`src/rtl/mcpu_pkg.sv`:
```
// Shared types and encodings for the multi-cycle RV32I control unit.
package mcpu_pkg;

    localparam int unsigned ALU_W_DEF = 4;
    localparam int unsigned IMM_W_DEF = 3;
    localparam int unsigned STATE_W   = 4;
    localparam int unsigned OPCODE_W  = 5;

    typedef enum logic [STATE_W-1:0] {
        ST_IF,
        ST_ID,
        ST_EX_R,
        ST_EX_I,
        ST_EX_ADDR,
        ST_MEM_LD,
        ST_MEM_ST,
        ST_WB_ALU,
        ST_WB_LD,
        ST_BR,
        ST_JAL,
        ST_JALR,
        ST_LUI,
        ST_AUIPC,
        ST_HALT
    } state_e;

    localparam logic [ALU_W_DEF-1:0] ALU_ADD  = 4'd0;
    localparam logic [ALU_W_DEF-1:0] ALU_SUB  = 4'd1;
    localparam logic [ALU_W_DEF-1:0] ALU_AND  = 4'd2;
    localparam logic [ALU_W_DEF-1:0] ALU_OR   = 4'd3;
    localparam logic [ALU_W_DEF-1:0] ALU_XOR  = 4'd4;
    localparam logic [ALU_W_DEF-1:0] ALU_SLT  = 4'd5;
    localparam logic [ALU_W_DEF-1:0] ALU_SLTU = 4'd6;
    localparam logic [ALU_W_DEF-1:0] ALU_SLL  = 4'd7;
    localparam logic [ALU_W_DEF-1:0] ALU_SRL  = 4'd8;
    localparam logic [ALU_W_DEF-1:0] ALU_SRA  = 4'd9;

    localparam logic [IMM_W_DEF-1:0] IMM_I = 3'd0;
    localparam logic [IMM_W_DEF-1:0] IMM_S = 3'd1;
    localparam logic [IMM_W_DEF-1:0] IMM_B = 3'd2;
    localparam logic [IMM_W_DEF-1:0] IMM_J = 3'd3;
    localparam logic [IMM_W_DEF-1:0] IMM_U = 3'd4;

    localparam logic [OPCODE_W-1:0] OP_R      = 5'b01100;
    localparam logic [OPCODE_W-1:0] OP_I      = 5'b00100;
    localparam logic [OPCODE_W-1:0] OP_LOAD   = 5'b00000;
    localparam logic [OPCODE_W-1:0] OP_STORE  = 5'b01000;
    localparam logic [OPCODE_W-1:0] OP_BRANCH = 5'b11000;
    localparam logic [OPCODE_W-1:0] OP_JAL    = 5'b11011;
    localparam logic [OPCODE_W-1:0] OP_JALR   = 5'b11001;
    localparam logic [OPCODE_W-1:0] OP_LUI    = 5'b01101;
    localparam logic [OPCODE_W-1:0] OP_AUIPC  = 5'b00101;

    localparam logic [1:0] PC_SRC_ALU    = 2'd0;
    localparam logic [1:0] PC_SRC_ALUOUT = 2'd1;
    localparam logic [1:0] PC_SRC_JALR   = 2'd2;

    localparam logic [1:0] SRC_A_RS1   = 2'd0;
    localparam logic [1:0] SRC_A_PC    = 2'd1;
    localparam logic [1:0] SRC_A_OLDPC = 2'd2;
    localparam logic [1:0] SRC_A_ZERO  = 2'd3;

    localparam logic [1:0] SRC_B_RS2  = 2'd0;
    localparam logic [1:0] SRC_B_IMM  = 2'd1;
    localparam logic [1:0] SRC_B_FOUR = 2'd2;

    localparam logic [1:0] WB_ALUOUT = 2'd0;
    localparam logic [1:0] WB_MDR    = 2'd1;
    localparam logic [1:0] WB_PC     = 2'd2;

    // Immediate format implied by the opcode; anything unknown reads as I-type.
    function automatic logic [IMM_W_DEF-1:0] imm_sel_for(input logic [OPCODE_W-1:0] opcode);
        logic [IMM_W_DEF-1:0] sel;
        case (opcode)
            OP_STORE:         sel = IMM_S;
            OP_BRANCH:        sel = IMM_B;
            OP_JAL:           sel = IMM_J;
            OP_LUI, OP_AUIPC: sel = IMM_U;
            default:          sel = IMM_I;
        endcase
        return sel;
    endfunction

endpackage

```
`src/rtl/mcpu_if.sv`:
```
// Control-unit to datapath bundle: decoded instruction fields in, strobes and selects out.
interface mcpu_if #(
    parameter int unsigned ALU_CTRL_W = mcpu_pkg::ALU_W_DEF,
    parameter int unsigned IMM_SEL_W  = mcpu_pkg::IMM_W_DEF
);
    logic [mcpu_pkg::OPCODE_W-1:0] OPcode;
    logic [2:0]                    Fun3;
    logic                          Fun7;
    logic                          br_taken;
    logic                          MIO_ready;

    logic                          PC_write;
    logic [1:0]                    PC_src;
    logic                          IR_write;
    logic [IMM_SEL_W-1:0]          ImmSel;
    logic [1:0]                    ALUSrc_A;
    logic [1:0]                    ALUSrc_B;
    logic [ALU_CTRL_W-1:0]         ALU_Control;
    logic [1:0]                    MemtoReg;
    logic                          RegWrite;
    logic                          MemRW;
    logic                          CPU_MIO;
    logic [mcpu_pkg::STATE_W-1:0]  state;
    logic                          illegal;
    logic                          bus_err;

    modport master (
        input  OPcode, Fun3, Fun7, br_taken, MIO_ready,
        output PC_write, PC_src, IR_write, ImmSel, ALUSrc_A, ALUSrc_B,
               ALU_Control, MemtoReg, RegWrite, MemRW, CPU_MIO, state,
               illegal, bus_err
    );

    modport slave (
        output OPcode, Fun3, Fun7, br_taken, MIO_ready,
        input  PC_write, PC_src, IR_write, ImmSel, ALUSrc_A, ALUSrc_B,
               ALU_Control, MemtoReg, RegWrite, MemRW, CPU_MIO, state,
               illegal, bus_err
    );
endinterface

```
`src/rtl/mcpu_alu_dec.sv`:
```
// Fun3/Fun7 to ALU operation for R-type and I-type arithmetic.
module mcpu_alu_dec
    import mcpu_pkg::*;
(
    input  logic [2:0]           fun3,
    input  logic                 fun7,
    input  logic                 r_type,
    output logic [ALU_W_DEF-1:0] alu_ctrl_c
);

    // Fun7 means SUB only for register ops (addi has no subtract form); it always picks SRA.
    always_comb begin
        alu_ctrl_c = ALU_ADD;
        case (fun3)
            3'b000:  alu_ctrl_c = (r_type && fun7) ? ALU_SUB : ALU_ADD;
            3'b001:  alu_ctrl_c = ALU_SLL;
            3'b010:  alu_ctrl_c = ALU_SLT;
            3'b011:  alu_ctrl_c = ALU_SLTU;
            3'b100:  alu_ctrl_c = ALU_XOR;
            3'b101:  alu_ctrl_c = fun7 ? ALU_SRA : ALU_SRL;
            3'b110:  alu_ctrl_c = ALU_OR;
            3'b111:  alu_ctrl_c = ALU_AND;
            default: alu_ctrl_c = ALU_ADD;
        endcase
    end

endmodule

```
`src/rtl/mcpu_control.sv`:
```
// Multi-cycle RV32I control FSM: fetch/decode/execute/memory/write-back with MIO wait states,
// a memory-response timeout and sticky illegal/bus-error flags.
module mcpu_control
    import mcpu_pkg::*;
#(
    parameter int unsigned ALU_CTRL_W = ALU_W_DEF,
    parameter int unsigned IMM_SEL_W  = IMM_W_DEF,
    parameter int unsigned TIMEOUT    = 255
) (
    input  logic   clk,
    input  logic   rst,
    mcpu_if.master bus
);

    localparam int unsigned CNT_W = (TIMEOUT < 2) ? 1 : $clog2(TIMEOUT + 1);

    state_e                state_q, state_d;
    logic                  run_q;
    logic                  illegal_q, illegal_d;
    logic                  bus_err_q, bus_err_d;
    logic [CNT_W-1:0]      cnt_q, cnt_d;
    logic [OPCODE_W-1:0]   op_q;
    logic [2:0]            f3_q;
    logic                  f7_q;
    logic                  mem_state, waiting, timeout_hit;
    logic [ALU_W_DEF-1:0]  dec_alu_c;
    logic [ALU_W_DEF-1:0]  alu_c;
    logic [IMM_W_DEF-1:0]  imm_c;

    mcpu_alu_dec u_alu_dec (
        .fun3       (f3_q),
        .fun7       (f7_q),
        .r_type     (state_q == ST_EX_R),
        .alu_ctrl_c (dec_alu_c)
    );

    // run_q holds every strobe low until the first edge after reset release.
    assign mem_state   = (state_q == ST_IF) || (state_q == ST_MEM_LD) || (state_q == ST_MEM_ST);
    assign waiting     = run_q && mem_state && !bus.MIO_ready;
    assign timeout_hit = waiting && (TIMEOUT != 0) && (32'(cnt_q) == TIMEOUT - 1);
    assign cnt_d       = waiting ? cnt_q + CNT_W'(1) : '0;

    always_ff @(posedge clk or negedge rst) begin
        if (!rst) begin
            state_q   <= ST_IF;
            run_q     <= 1'b0;
            illegal_q <= 1'b0;
            bus_err_q <= 1'b0;
            cnt_q     <= '0;
            op_q      <= '0;
            f3_q      <= '0;
            f7_q      <= 1'b0;
        end else begin
            state_q   <= state_d;
            run_q     <= 1'b1;
            illegal_q <= illegal_d;
            bus_err_q <= bus_err_d;
            cnt_q     <= cnt_d;
            if (state_q == ST_ID) begin
                op_q <= bus.OPcode;
                f3_q <= bus.Fun3;
                f7_q <= bus.Fun7;
            end
        end
    end

    always_comb begin
        state_d      = state_q;
        illegal_d    = illegal_q;
        bus_err_d    = bus_err_q;
        bus.PC_write = 1'b0;
        bus.PC_src   = PC_SRC_ALU;
        bus.IR_write = 1'b0;
        imm_c        = IMM_I;
        bus.ALUSrc_A = SRC_A_RS1;
        bus.ALUSrc_B = SRC_B_RS2;
        alu_c        = ALU_ADD;
        bus.MemtoReg = WB_ALUOUT;
        bus.RegWrite = 1'b0;
        bus.MemRW    = 1'b0;
        bus.CPU_MIO  = 1'b0;

        if (run_q) begin
            case (state_q)
                ST_IF: begin
                    bus.CPU_MIO = 1'b1;
                    if (bus.MIO_ready) begin
                        bus.IR_write = 1'b1;
                        bus.PC_write = 1'b1;
                        bus.ALUSrc_A = SRC_A_PC;
                        bus.ALUSrc_B = SRC_B_FOUR;
                        state_d      = ST_ID;
                    end else if (timeout_hit) begin
                        bus_err_d = 1'b1;
                        state_d   = ST_HALT;
                    end
                end
                ST_ID: begin
                    // ALUOut <= OldPC + imm, the branch/jump target
                    bus.ALUSrc_A = SRC_A_OLDPC;
                    bus.ALUSrc_B = SRC_B_IMM;
                    imm_c        = imm_sel_for(bus.OPcode);
                    case (bus.OPcode)
                        OP_R:              state_d = ST_EX_R;
                        OP_I:              state_d = ST_EX_I;
                        OP_LOAD, OP_STORE: state_d = ST_EX_ADDR;
                        OP_BRANCH:         state_d = ST_BR;
                        OP_JAL:            state_d = ST_JAL;
                        OP_JALR:           state_d = ST_JALR;
                        OP_LUI:            state_d = ST_LUI;
                        OP_AUIPC:          state_d = ST_AUIPC;
                        default: begin
                            illegal_d = 1'b1;
                            state_d   = ST_HALT;
                        end
                    endcase
                end
                ST_EX_R: begin
                    alu_c   = dec_alu_c;
                    state_d = ST_WB_ALU;
                end
                ST_EX_I: begin
                    bus.ALUSrc_B = SRC_B_IMM;
                    alu_c        = dec_alu_c;
                    state_d      = ST_WB_ALU;
                end
                ST_EX_ADDR: begin
                    bus.ALUSrc_B = SRC_B_IMM;
                    imm_c        = imm_sel_for(op_q);
                    state_d      = (op_q == OP_STORE) ? ST_MEM_ST : ST_MEM_LD;
                end
                ST_MEM_LD: begin
                    bus.CPU_MIO = 1'b1;
                    if (bus.MIO_ready) begin
                        state_d = ST_WB_LD;
                    end else if (timeout_hit) begin
                        bus_err_d = 1'b1;
                        state_d   = ST_HALT;
                    end
                end
                ST_MEM_ST: begin
                    bus.CPU_MIO = 1'b1;
                    bus.MemRW   = 1'b1;
                    if (bus.MIO_ready) begin
                        state_d = ST_IF;
                    end else if (timeout_hit) begin
                        bus_err_d = 1'b1;
                        state_d   = ST_HALT;
                    end
                end
                ST_WB_ALU: begin
                    bus.RegWrite = 1'b1;
                    state_d      = ST_IF;
                end
                ST_WB_LD: begin
                    bus.RegWrite = 1'b1;
                    bus.MemtoReg = WB_MDR;
                    state_d      = ST_IF;
                end
                ST_BR: begin
                    alu_c        = ALU_SUB;
                    bus.PC_write = bus.br_taken;
                    bus.PC_src   = PC_SRC_ALUOUT;
                    state_d      = ST_IF;
                end
                ST_JAL: begin
                    bus.RegWrite = 1'b1;
                    bus.MemtoReg = WB_PC;
                    bus.PC_write = 1'b1;
                    bus.PC_src   = PC_SRC_ALUOUT;
                    state_d      = ST_IF;
                end
                ST_JALR: begin
                    // the ALU forms rs1 + imm here; the PC mux clears bit 0
                    bus.RegWrite = 1'b1;
                    bus.MemtoReg = WB_PC;
                    bus.PC_write = 1'b1;
                    bus.PC_src   = PC_SRC_JALR;
                    bus.ALUSrc_B = SRC_B_IMM;
                    state_d      = ST_IF;
                end
                ST_LUI: begin
                    bus.ALUSrc_A = SRC_A_ZERO;
                    bus.ALUSrc_B = SRC_B_IMM;
                    imm_c        = IMM_U;
                    state_d      = ST_WB_ALU;
                end
                ST_AUIPC: begin
                    bus.ALUSrc_A = SRC_A_OLDPC;
                    bus.ALUSrc_B = SRC_B_IMM;
                    imm_c        = IMM_U;
                    state_d      = ST_WB_ALU;
                end
                default: state_d = ST_HALT;
            endcase
        end
    end

    assign bus.ALU_Control = ALU_CTRL_W'(alu_c);
    assign bus.ImmSel      = IMM_SEL_W'(imm_c);
    assign bus.state       = state_q;
    assign bus.illegal     = illegal_q;
    assign bus.bus_err     = bus_err_q;

endmodule

```
`src/flat_wrapper.sv`:
```
// flat-port wrapper written by rule: the top's interface ports become plain ports
module mcpu_control_flat import mcpu_pkg::*;
#(
    parameter int unsigned ALU_CTRL_W = ALU_W_DEF,
    parameter int unsigned IMM_SEL_W  = IMM_W_DEF,
    parameter int unsigned TIMEOUT    = 255
)
  (clk, rst, bus_OPcode, bus_Fun3, bus_Fun7, bus_br_taken, bus_MIO_ready, bus_PC_write, bus_PC_src, bus_IR_write, bus_ImmSel, bus_ALUSrc_A, bus_ALUSrc_B, bus_ALU_Control, bus_MemtoReg, bus_RegWrite, bus_MemRW, bus_CPU_MIO, bus_state, bus_illegal, bus_bus_err);
  mcpu_if #(.ALU_CTRL_W(ALU_CTRL_W), .IMM_SEL_W(IMM_SEL_W)) bus_i ();
  input  logic clk;
  input  logic rst;
  input wire logic [$bits(bus_i.OPcode)-1:0] bus_OPcode;
  input wire logic [$bits(bus_i.Fun3)-1:0] bus_Fun3;
  input wire logic [$bits(bus_i.Fun7)-1:0] bus_Fun7;
  input wire logic [$bits(bus_i.br_taken)-1:0] bus_br_taken;
  input wire logic [$bits(bus_i.MIO_ready)-1:0] bus_MIO_ready;
  output wire logic [$bits(bus_i.PC_write)-1:0] bus_PC_write;
  output wire logic [$bits(bus_i.PC_src)-1:0] bus_PC_src;
  output wire logic [$bits(bus_i.IR_write)-1:0] bus_IR_write;
  output wire logic [$bits(bus_i.ImmSel)-1:0] bus_ImmSel;
  output wire logic [$bits(bus_i.ALUSrc_A)-1:0] bus_ALUSrc_A;
  output wire logic [$bits(bus_i.ALUSrc_B)-1:0] bus_ALUSrc_B;
  output wire logic [$bits(bus_i.ALU_Control)-1:0] bus_ALU_Control;
  output wire logic [$bits(bus_i.MemtoReg)-1:0] bus_MemtoReg;
  output wire logic [$bits(bus_i.RegWrite)-1:0] bus_RegWrite;
  output wire logic [$bits(bus_i.MemRW)-1:0] bus_MemRW;
  output wire logic [$bits(bus_i.CPU_MIO)-1:0] bus_CPU_MIO;
  output wire logic [$bits(bus_i.state)-1:0] bus_state;
  output wire logic [$bits(bus_i.illegal)-1:0] bus_illegal;
  output wire logic [$bits(bus_i.bus_err)-1:0] bus_bus_err;
  assign bus_i.OPcode = bus_OPcode;
  assign bus_i.Fun3 = bus_Fun3;
  assign bus_i.Fun7 = bus_Fun7;
  assign bus_i.br_taken = bus_br_taken;
  assign bus_i.MIO_ready = bus_MIO_ready;
  assign bus_PC_write = bus_i.PC_write;
  assign bus_PC_src = bus_i.PC_src;
  assign bus_IR_write = bus_i.IR_write;
  assign bus_ImmSel = bus_i.ImmSel;
  assign bus_ALUSrc_A = bus_i.ALUSrc_A;
  assign bus_ALUSrc_B = bus_i.ALUSrc_B;
  assign bus_ALU_Control = bus_i.ALU_Control;
  assign bus_MemtoReg = bus_i.MemtoReg;
  assign bus_RegWrite = bus_i.RegWrite;
  assign bus_MemRW = bus_i.MemRW;
  assign bus_CPU_MIO = bus_i.CPU_MIO;
  assign bus_state = bus_i.state;
  assign bus_illegal = bus_i.illegal;
  assign bus_bus_err = bus_i.bus_err;
  mcpu_control #(.ALU_CTRL_W(ALU_CTRL_W), .IMM_SEL_W(IMM_SEL_W), .TIMEOUT(TIMEOUT)) u_core (.clk(clk), .rst(rst), .bus(bus_i));
endmodule
```
`config.mk`:
```
export PLATFORM = sky130hd
export DESIGN_NAME = mcpu_control_flat
export DESIGN_NICKNAME = d
export VERILOG_FILES = /design/src/rtl/mcpu_pkg.sv /design/src/rtl/mcpu_if.sv /design/src/rtl/mcpu_alu_dec.sv /design/src/rtl/mcpu_control.sv /design/src/flat_wrapper.sv
export SDC_FILE = /design/constraint.sdc
export NUM_CORES = 1
export LEC_CHECK = 0
export CAP_MARGIN = 20
export CORE_MARGIN = 2
export CORE_UTILIZATION = 43
export DETAILED_ROUTE_END_ITERATION = 6
export HOLD_SLACK_MARGIN = 0.06
export PLACE_DENSITY = 0.73
export SLEW_MARGIN = 0
export SYNTH_ARGS = -nofsm -noshare
export SYNTH_HDL_FRONTEND = slang
export SYNTH_HIERARCHICAL = 1
export SYNTH_SLANG_ARGS = --single-unit
```
`constraint.sdc`:
```
create_clock -name clk -period 1.7 [get_ports clk]
set_clock_uncertainty 0.1 [all_clocks]
set_input_delay 0.17 -clock clk [delete_from_list [all_inputs] [get_ports clk]]
set_output_delay 0.17 -clock clk [all_outputs]
set_load 0.005 [all_outputs]
```
==> Word level (Yosys, flattened, before mapping) <==
Cells that the tools add are included.
{ "classes": {"bitwise": 2, "n_mux": 38, "n_eq_ne": 34, "add_sub_neg": 1, "n_reduce_logical": 26} }
{ "op_table": {"columns": ["op", "count"], "rows": [
  ["$pmux W4 S8", 2],
  ["$pmux W4 S7", 1],
  ["$eq A5 B4 Y1 const B", 5],
  ["$eq A5 B5 Y1 const B", 5],
  ["$eq A4 B4 Y1 const B", 6],
  ["$pmux W3 S4", 2],
  ["$mux W4", 5],
  ["$eq A4 B3 Y1 const B", 4],
  ["$reduce_or A2 Y1", 8],
  ["$eq A5 B3 Y1 const B", 3],
  ["$mux W1", 13],
  ["$eq A3 B3 Y1 const B", 4],
  ["$mux W2", 6],
  ["$pmux W2 S2", 3],
  ["$pmux W3 S3", 1],
  ["$reduce_or A9 Y1", 1],
  ["$add A8 B1 Y8 const B", 1],
  ["$eq A4 B2 Y1 const B", 2],
  ["$eq A8 B8 Y1 const B", 1],
  ["$mux W8", 1],
  ["$pmux W4 S2", 1],
  ["$reduce_or A4 Y1", 2],
  ["$eq A3 B2 Y1 const B", 2],
  ["$pmux W2 S3", 1],
  ["16 further kinds", 21]
]} }
{ "word_totals": {"output_inout_bits": 26, "inputBits": 13, "elab_cells": 109, "ff_bits": 24} }

==> Depth between registers and ports, before layout <==
Gate-level depths: netlist of the first run.
{ "depth": {"depth_word": 9, "mapped_depth": 10, "mapped_depth_nobuf": 9} }

==> Modules after synthesis <==
The synthesis of the first run kept the hierarchy.
{ "by_module_without_submodules": {"columns": ["mod", "cells_each", "instances", "area_per_inst_um2", "seq_area_each_um2"], "rows": [
  ["mcpu_control", 188, 1, 1654.1, 600.6],
  ["mcpu_alu_dec", 9, 1, 60.1, 0.0]
]} }

==> Least setup slack after synthesis of the first run <==
Ideal clock, no wire load.
{ "synth_timing": {"kind": "reg2out", "start": "reg u_core.state_q[0] (netlist: u_core/bus.state[0])", "end": "out bus_ALU_Control[0]", "required_time_ps": 1430, "setup_slack_ps": -192, "path_stages_with_launch": 11, "t_arrival_ps": 1622, "n_path_buf": 2, "cell_sequence": "dfrtp_1 -> buf_2 -> clkbuf_1 -> nand2b_1 -> nor2_1 -> nand2_1 -> o21ai_0 -> and2_1 -> and3_1 -> a21oi_1 -> nor3_1"} }
{ "synth_via": {"elab_chain_len": 6, "word_cells_on_any_way": 9, "classes_between": "eq/ne (3); mux (4); reduce/logical (2)"} }
{ "synth_rtl": {"columns": ["element", "line", "source"], "rows": [
  ["start: declaration", "mcpu_control.sv:17", "state_e state_q, state_d;"],
  ["start signal: assignment", "mcpu_control.sv:54", "state_q <= state_d;"],
  ["$eq A4 B2 Y1", "mcpu_control.sv:33", ".r_type (state_q == ST_EX_R),"],
  ["$logic_and A1 B1 Y1", "mcpu_alu_dec.sv:15", "3'b000: alu_ctrl_c = (r_type && fun7) ? ALU_SUB : ALU_ADD;"],
  ["$mux W1", "mcpu_alu_dec.sv:15", null],
  ["$pmux W4 S8", "mcpu_alu_dec.sv:14", "case (fun3)"],
  ["via u_core.dec_alu_c[0]", "mcpu_control.sv:26", "logic [ALU_W_DEF-1:0] dec_alu_c;"],
  ["$pmux W4 S2", "mcpu_control.sv:84", "case (state_q)"],
  ["$mux W4", "mcpu_control.sv:83", "if (run_q) begin"],
  ["end: declaration", "flat_wrapper.sv:23", "output wire logic [$bits(bus_i.ALU_Control)-1:0] bus_ALU_Control;"]
]} }
The timed path passes the listed nets, and every way through them passes these cells.

==> Final worst setup path of the first run <==
{ "layout_timing": {"start": "reg u_core.state_q[2] (netlist: u_core/bus.state[2])", "end": "out bus_ALU_Control[0]"} }
Same word-level chain as after synthesis.

==> impl_metrics.env, run 1 <==
export IMPL_violations="setup timing"
export IMPL_status="finished, violations left"
export IMPL_path_class="reg -> out"
export IMPL_rows=22
export IMPL_syn_num_nets=212
export IMPL_cts_htree_levels=1
export IMPL_grt_overflow=0
export IMPL_synth_area_leaders="dfrtp_1 35%, mux2_2 6.6%, nor2_1 4.8%"
export IMPL_wl_um=8310
export IMPL_clk_pin_slew_ps=80
export IMPL_power_share_clock_pct=6.6
export IMPL_antenna_found_initial=0
export IMPL_dp_cells=327
export IMPL_grtUsageMet2_pct=48.5
export IMPL_clock_latency_ps=260
export IMPL_cp_data_required_time_ps=1430
export IMPL_hold_class="in -> async"
export IMPL_netlist_area_mm2=0.00171
export IMPL_cellInternalPower_mw=3.36
export IMPL_wl_per_cell_um=22.6
export IMPL_swShare_pct=41.8
export IMPL_core_area_mm2=0.00374
export IMPL_grt_use_total_pct=28.0
export IMPL_viasPerCell=6.13
export IMPL_fin_nets=336
export IMPL_yosysTopAreaCell="dfrtp_1"
export IMPL_instances_no_fill=368
export IMPL_num_vias=2256
export IMPL_die_area_mm2=0.00451
export IMPL_worst_pin_slew_ps=600
export IMPL_rsz0062_at_grt="yes"
export IMPL_grt_pass1_wl_um=9520
export IMPL_yosys_register_bits=24
export IMPL_worstSetupStartpointType="register"
export IMPL_min_period_over_period_pct=134
export IMPL_dr_pass1_iters=4
export IMPL_ioPinCount=39
export IMPL_p_sw_mw=2.41
export IMPL_start_util_pct=45.8
export IMPL_worst_slack_ps=-570
export IMPL_async_flop_share_pct=100
export IMPL_powerDensity_mw_per_mm2=1750
export IMPL_pwr_share_seq_pct=17.3
export IMPL_clk_path_buf_depth=2
export IMPL_setup_violations=43
export IMPL_cp_max_fo=3
export IMPL_grt_max_degree=25
export IMPL_synth_edf_count=0
export IMPL_cp_cell_sequence="buf_6 -> inv_2 -> nand2_2 -> nor2_1 -> nand2_1 -> o21ai_2 -> and2_1 -> and3_4 -> a21oi_2 -> nor3_2 -> buf_2"
export IMPL_yosysMostFrequentCell="dfrtp_1"
export IMPL_yosys_most_used_dff="dfrtp_1"
export IMPL_syn_area_per_cell_um2=8.70
export IMPL_slew_viol_final=0
export IMPL_met3_usage_pct=4.50
export IMPL_dp_hpwl_um=3590
export IMPL_synth_commonest_cells="24 x dfrtp_1, 22 x nor2_1, 15 x nand2_1"
export IMPL_gp_congestion=0.850
export IMPL_cts_tree="done"
export IMPL_dieWidth_um=67.1
export IMPL_fmax_ghz=0.441
export IMPL_critPathSlowestCell="dfrtp_2"
export IMPL_slew_headroom_pct=59.9
export IMPL_end_kind="output pin"
export IMPL_yosysTopAreaCellShare_pct=35.0
export IMPL_cts_buffers=3
export IMPL_root_buffer="clkbuf_8"
export IMPL_peakVddDrop_mv=0.869
export IMPL_combPwrFrac_pct=76.1
export IMPL_synth_warnings=6
export IMPL_diodes=0
export IMPL_grt_pass1_vias=1919
export IMPL_ys_types=50
export IMPL_drt_iter0_drc=145
export IMPL_dieHeight_um=67.1
export IMPL_maxCapViolCount=0
export IMPL_drc=0
export IMPL_grt_met1_usage_pct=35.1
export IMPL_io_buffers=38
export IMPL_area_growth_pct=92.3
export IMPL_critical_path_max_stage_delay_ps=440
export IMPL_hold_violations=0
export IMPL_layout_drive_gt1_share_pct=60.0
export IMPL_leakage_nw=1.50
export IMPL_min_period_ps=2270
export IMPL_clock_sinks=24
export IMPL_whs_ps=168
export IMPL_ant_nets=0
export IMPL_worst_ep_arrival_time_ps=2000
export IMPL_busiest_layer="met2"
export IMPL_syn_inst=197
export IMPL_yosysSeqAreaShare_pct=35.0
==> state kept, by name, summed over array words and instances, names as in the netlist <==
register            cells
u_core/bus.illegal      1
u_core/f3_q             3
u_core/run_q            1
u_core/f7_q             1
u_core/bus.state        4
u_core/bus.bus_err      1
u_core/op_q             5
u_core/cnt_q            8
==> cell families after synthesis <==
logic type               after synthesis  share of synthesized area, %
XOR/XNOR                               9                          4.60
AND/OR/NAND/NOR                       94                          30.7
buffers and inverters                 17                          4.96
adder cells (fa/ha/maj)                2                          1.46
multiplexers                          10                          6.57
flip-flops                            24                          35.0
other                                  1                         0.219
AO/OA/AOI/OAI                         40                          16.4
==> layout make-up <==
type	instances	area (um^2)
well taps	48	60.1
fillers	167	447
inverters	7	28.8
multi-input cells	156	1430
flip-flops and latches	24	603
clock buffers	4	55.1
repair buffers	129	1120
==> layout by cell type (no fill, tap or decap), types with 3 or more instances in the layout <==
cell type / netlist / final
inv_1: 7 / 4
and3_4: 0 / 4
nor2_4: 0 / 9
xor2_1: 5 / 5
mux2_4: 0 / 10
nor2_2: 0 / 4
xnor2_1: 4 / 4
buf_6: 2 / 30
nand2_1: 15 / 10
nand3_1: 5 / 3
buf_2: 2 / 16
nand2b_4: 0 / 3
nand2b_1: 8 / 5
buf_4: 1 / 61
buf_8: 0 / 4
and3_1: 8 / 4
o21ai_0: 7 / 5
nor2_1: 22 / 9
clkbuf_8: 0 / 4
dfrtp_1: 24 / 22
a21oi_1: 12 / 5
clkdlybuf4s50_1: 0 / 15
a21oi_2: 0 / 7
nor2b_1: 7 / 4
dlymetal6s2s_1: 0 / 3
and2_1: 4 / 3
==> what timing repair did <==
action / 4_1_cts / 5_1_grt
endpoints found under the setup margin: 42 / 44
setup buffers: 22 / 25
cloned: 1 / 0
hold buffers: 0 / 0
gates resized for setup: 127 / 86
pin swaps: 31 / 23
==> critical path, delay by kind of cell (launching register included) <==
family / cells / cell delay (ps)
AOI/OAI and AO/OA: 2 / 170
DFF: 1 / 440
and+or+nand+nor: 6 / 790
buffers and inverters: 3 / 340
==> stage by stage <==
step / TNS, ps / utilization [%] / power (mW) / worst slack (ps) / cell area, um^2
final: -10980 / 88.1 / 5.77 / -570 / 3300
after global routing: -12970 / 88.1 / 5.94 / -658 / 3300
after global placement: -8070 / 67.7 / 3.37 / -457 / 2530
after detailed placement: -9780 / 67.7 / 3.41 / -477 / 2530
after floorplan: -136 / - / 2.23 / -107 / 1760
after CTS: -5690 / 76.8 / 4.54 / -467 / 2880
==> power groups by stage <==
stage	Combinational (mW)	Sequential [mW]	Clock, mW
after floorplan	1.29	0.935	0
after global placement	2.43	0.938	0
after detailed placement	2.45	0.956	0
after CTS	3.23	0.933	0.384
after global routing	4.52	1.01	0.406
final	4.39	0.997	0.381
==> per-layer routing <==
metal	vias to the layer above	part of all wire (%)
li1	947	-
met5	-	0
met2	156	48
met1	1087	38
met4	0	6.6
met3	66	8.0
==> worst paths after layout <==
path	startpoint	endpoint	slack [ps]	cells after the start
setup / recovery	u_core/bus.state[2]$_DFFE_PN0P_	bus_ALU_Control[0]	-570	11
hold / removal	rst	u_core/op_q[4]$_DFFE_PN0P_	170	2
setup reg to reg	u_core/bus.state[1]$_DFFE_PN0P_	u_core/bus.state[0]$_DFFE_PN0P_	-420	8
hold reg to reg	u_core/bus.bus_err$_DFFE_PN0P_	u_core/bus.bus_err$_DFFE_PN0P_	390	1
max in group asynchronous	rst	u_core/f3_q[2]$_DFFE_PN0P_	1070	2
min in group clk	u_core/bus.bus_err$_DFFE_PN0P_	u_core/bus.bus_err$_DFFE_PN0P_	390	1
No activity file was read; power rests on OpenSTA's default activity.
==> inputs of run 2 (changes only) <==
--- a/config.mk
+++ b/config.mk
@@ -7,10 +7,9 @@
 export LEC_CHECK = 0
 export CAP_MARGIN = 20
 export CORE_MARGIN = 2
-export CORE_UTILIZATION = 43
+export CORE_UTILIZATION = 25
 export DETAILED_ROUTE_END_ITERATION = 6
 export HOLD_SLACK_MARGIN = 0.06
-export PLACE_DENSITY = 0.73
 export SLEW_MARGIN = 0
 export SYNTH_ARGS = -nofsm -noshare
 export SYNTH_HDL_FRONTEND = slang
==> impl_metrics.env, run 2 (synthesized netlist as in run 1, its figures left out) <==
export IMPL_fmax_ghz=0.456
export IMPL_grt_use_total_pct=17.9
export IMPL_leakage_nw=1.49
export IMPL_rows=30
export IMPL_layout_drive_gt1_share_pct=57.8
export IMPL_antenna_found_initial=0
export IMPL_grt_pass1_wl_um=10500
export IMPL_instances_no_fill=402
export IMPL_worstSetupStartpointType="register"
export IMPL_cts_buffers=3
export IMPL_core_area_mm2=0.00672
export IMPL_gp_congestion=0.815
export IMPL_mostFrequentLayoutCells="63 x buf_4, 26 x buf_6, 24 x dfrtp_1, 19 x buf_2, 14 x clkdlybuf4s50_1"
export IMPL_root_buffer="clkbuf_8"
export IMPL_grt_met1_usage_pct=21.0
export IMPL_min_period_ps=2190
export IMPL_rsz0062_at_grt="yes"
export IMPL_cts_htree_levels=1
export IMPL_worst_ep_arrival_time_ps=1920
export IMPL_clk_pin_slew_ps=90
export IMPL_viasPerCell=5.01
export IMPL_grt_max_degree=25
export IMPL_postLayoutCellArea_mm2=0.00332
export IMPL_busiest_layer="met2"
export IMPL_grt_overflow=0
export IMPL_grtUsageMet2_pct=31.9
export IMPL_ioPinCount=39
export IMPL_hold_class="in -> async"
export IMPL_cp_data_required_time_ps=1430
export IMPL_num_vias=2015
export IMPL_drt_iter0_drc=77
export IMPL_ant_nets=0
export IMPL_dieHeight_um=86.8
export IMPL_die_area_mm2=0.00754
export IMPL_slew_viol_final=0
export IMPL_maxCapViolCount=0
export IMPL_powerDensity_mw_per_mm2=1650
export IMPL_nFillCells=588
export IMPL_cts_tree="done"
export IMPL_largest_reg_flops=8
export IMPL_finalPower_mw=5.47
export IMPL_area_growth_pct=93.7
export IMPL_dr_pass1_iters=4
export IMPL_grt_pass1_vias=2089
export IMPL_peakVddDrop_mv=0.586
export IMPL_clk_path_buf_depth=2
export IMPL_clock_latency_ps=280
export IMPL_min_period_over_period_pct=129
export IMPL_dp_cells=362
export IMPL_dieWidth_um=86.8
export IMPL_status="finished, violations left"
export IMPL_worst_slack_ps=-491
export IMPL_end_kind="output pin"
export IMPL_start_util_pct=25.5
export IMPL_hold_violations=0
export IMPL_place_area_mm2=0.00260
export IMPL_top_register="u_core/cnt_q"
export IMPL_dp_hpwl_um=3830
export IMPL_diodes=0
export IMPL_cp_max_fo=3
export IMPL_drc=0
export IMPL_wl_um=6560
export IMPL_cts_hold_buf=0
export IMPL_violations="setup timing"
export IMPL_fin_nets=338
export IMPL_met3_usage_pct=2.86
export IMPL_path_class="reg -> out"
export IMPL_clock_sinks=24
export IMPL_setup_violations=40
export IMPL_layout_commonest_cell="buf_4"
export IMPL_fin_tns_setup_ps=-7780
export IMPL_wl_per_cell_um=16.3
export IMPL_pre_cts_ws_ps=-494
export IMPL_io_buffers=38
-- run 2: cell count changes in the layout (fill, tap and decap cells not counted), sizes merged --
cell           before  now
dlygate4sd2         0    3
dlymetal6s2s        3    0
buf               111  113
bufinv              0    1
clkbuf              4    3
clkdlybuf4s15       0    1
clkdlybuf4s50      15   14
-- run 2: final cells by class --
type / count / area [um^2] / share of cell area, %
Clock buffer: 3 / 41.3 / 1.24
Clock inverter: 1 / 30.0 / 0.904
Inverter: 7 / 28.8 / 0.867
Multi-Input combinational cell: 156 / 1390 / 41.9
Sequential cell: 24 / 601 / 18.1
Tap cell: 80 / 100 / 3.01
Timing Repair Buffer: 131 / 1130 / 33.9
-- run 2: per-layer routing --
metal	share of wire [%]	vias to the layer above
met5	0	-
met3	4.4	14
li1	-	955
met4	2.5	0
met1	40	991
met2	53	55
-- run 2: where the power goes --
group	total, mW	internal (mW)	switching (mW)
registers	0.917	0.749	0.168
clock network	0.516	0.315	0.201
logic	4.03	2.29	1.74
-- run 2: worst paths after layout --
path / from / endpoint / slack (ps) / cells past startpoint
min: rst / u_core/run_q$_DFF_PN0_ / 150 / 2
max: u_core/bus.state[3]$_DFFE_PN0P_ / bus_ImmSel[1] / -490 / 6
max reg2reg: u_core/bus.state[3]$_DFFE_PN0P_ / u_core/bus.state[1]$_DFFE_PN0P_ / -320 / 10
min reg2reg: u_core/bus.illegal$_DFFE_PN0P_ / u_core/bus.illegal$_DFFE_PN0P_ / 380 / 1
max in group asynchronous: rst / u_core/op_q[4]$_DFFE_PN0P_ / 1090 / 2
min in group clk: u_core/bus.illegal$_DFFE_PN0P_ / u_core/bus.illegal$_DFFE_PN0P_ / 380 / 1
-- run 2: worst max-delay path: stages, from the launching register on --
cell and delay, ps:
dfrtp_1 420, buf_6 130, or4b_4 520, and2b_1 250, nand3_2 80, a21oi_1 130
buf_2 120
-- run 2: per-stage QoR --
| step | utilization, % | hold WS [ps] |
|---|---|---|
| 2_1_floorplan | - | -226 |
| 3_3_place_gp | 38.6 | 350 |
| 3_5_place_dp | 38.6 | 356 |
| 4_1_cts | 47.7 | 161 |
| 5_1_grt | 49.4 | 158 |
| 6_report | 49.4 | 146 |
-- run 2: timing repair --
| action | in CTS | in global routing |
|---|---|---|
| gates cloned | 1 | 0 |
| pin swaps | 32 | 14 |
| buffers inserted | 38 | 5 |
| endpoints found under the setup margin | 44 | 42 |
| resized for setup | 155 | 47 |
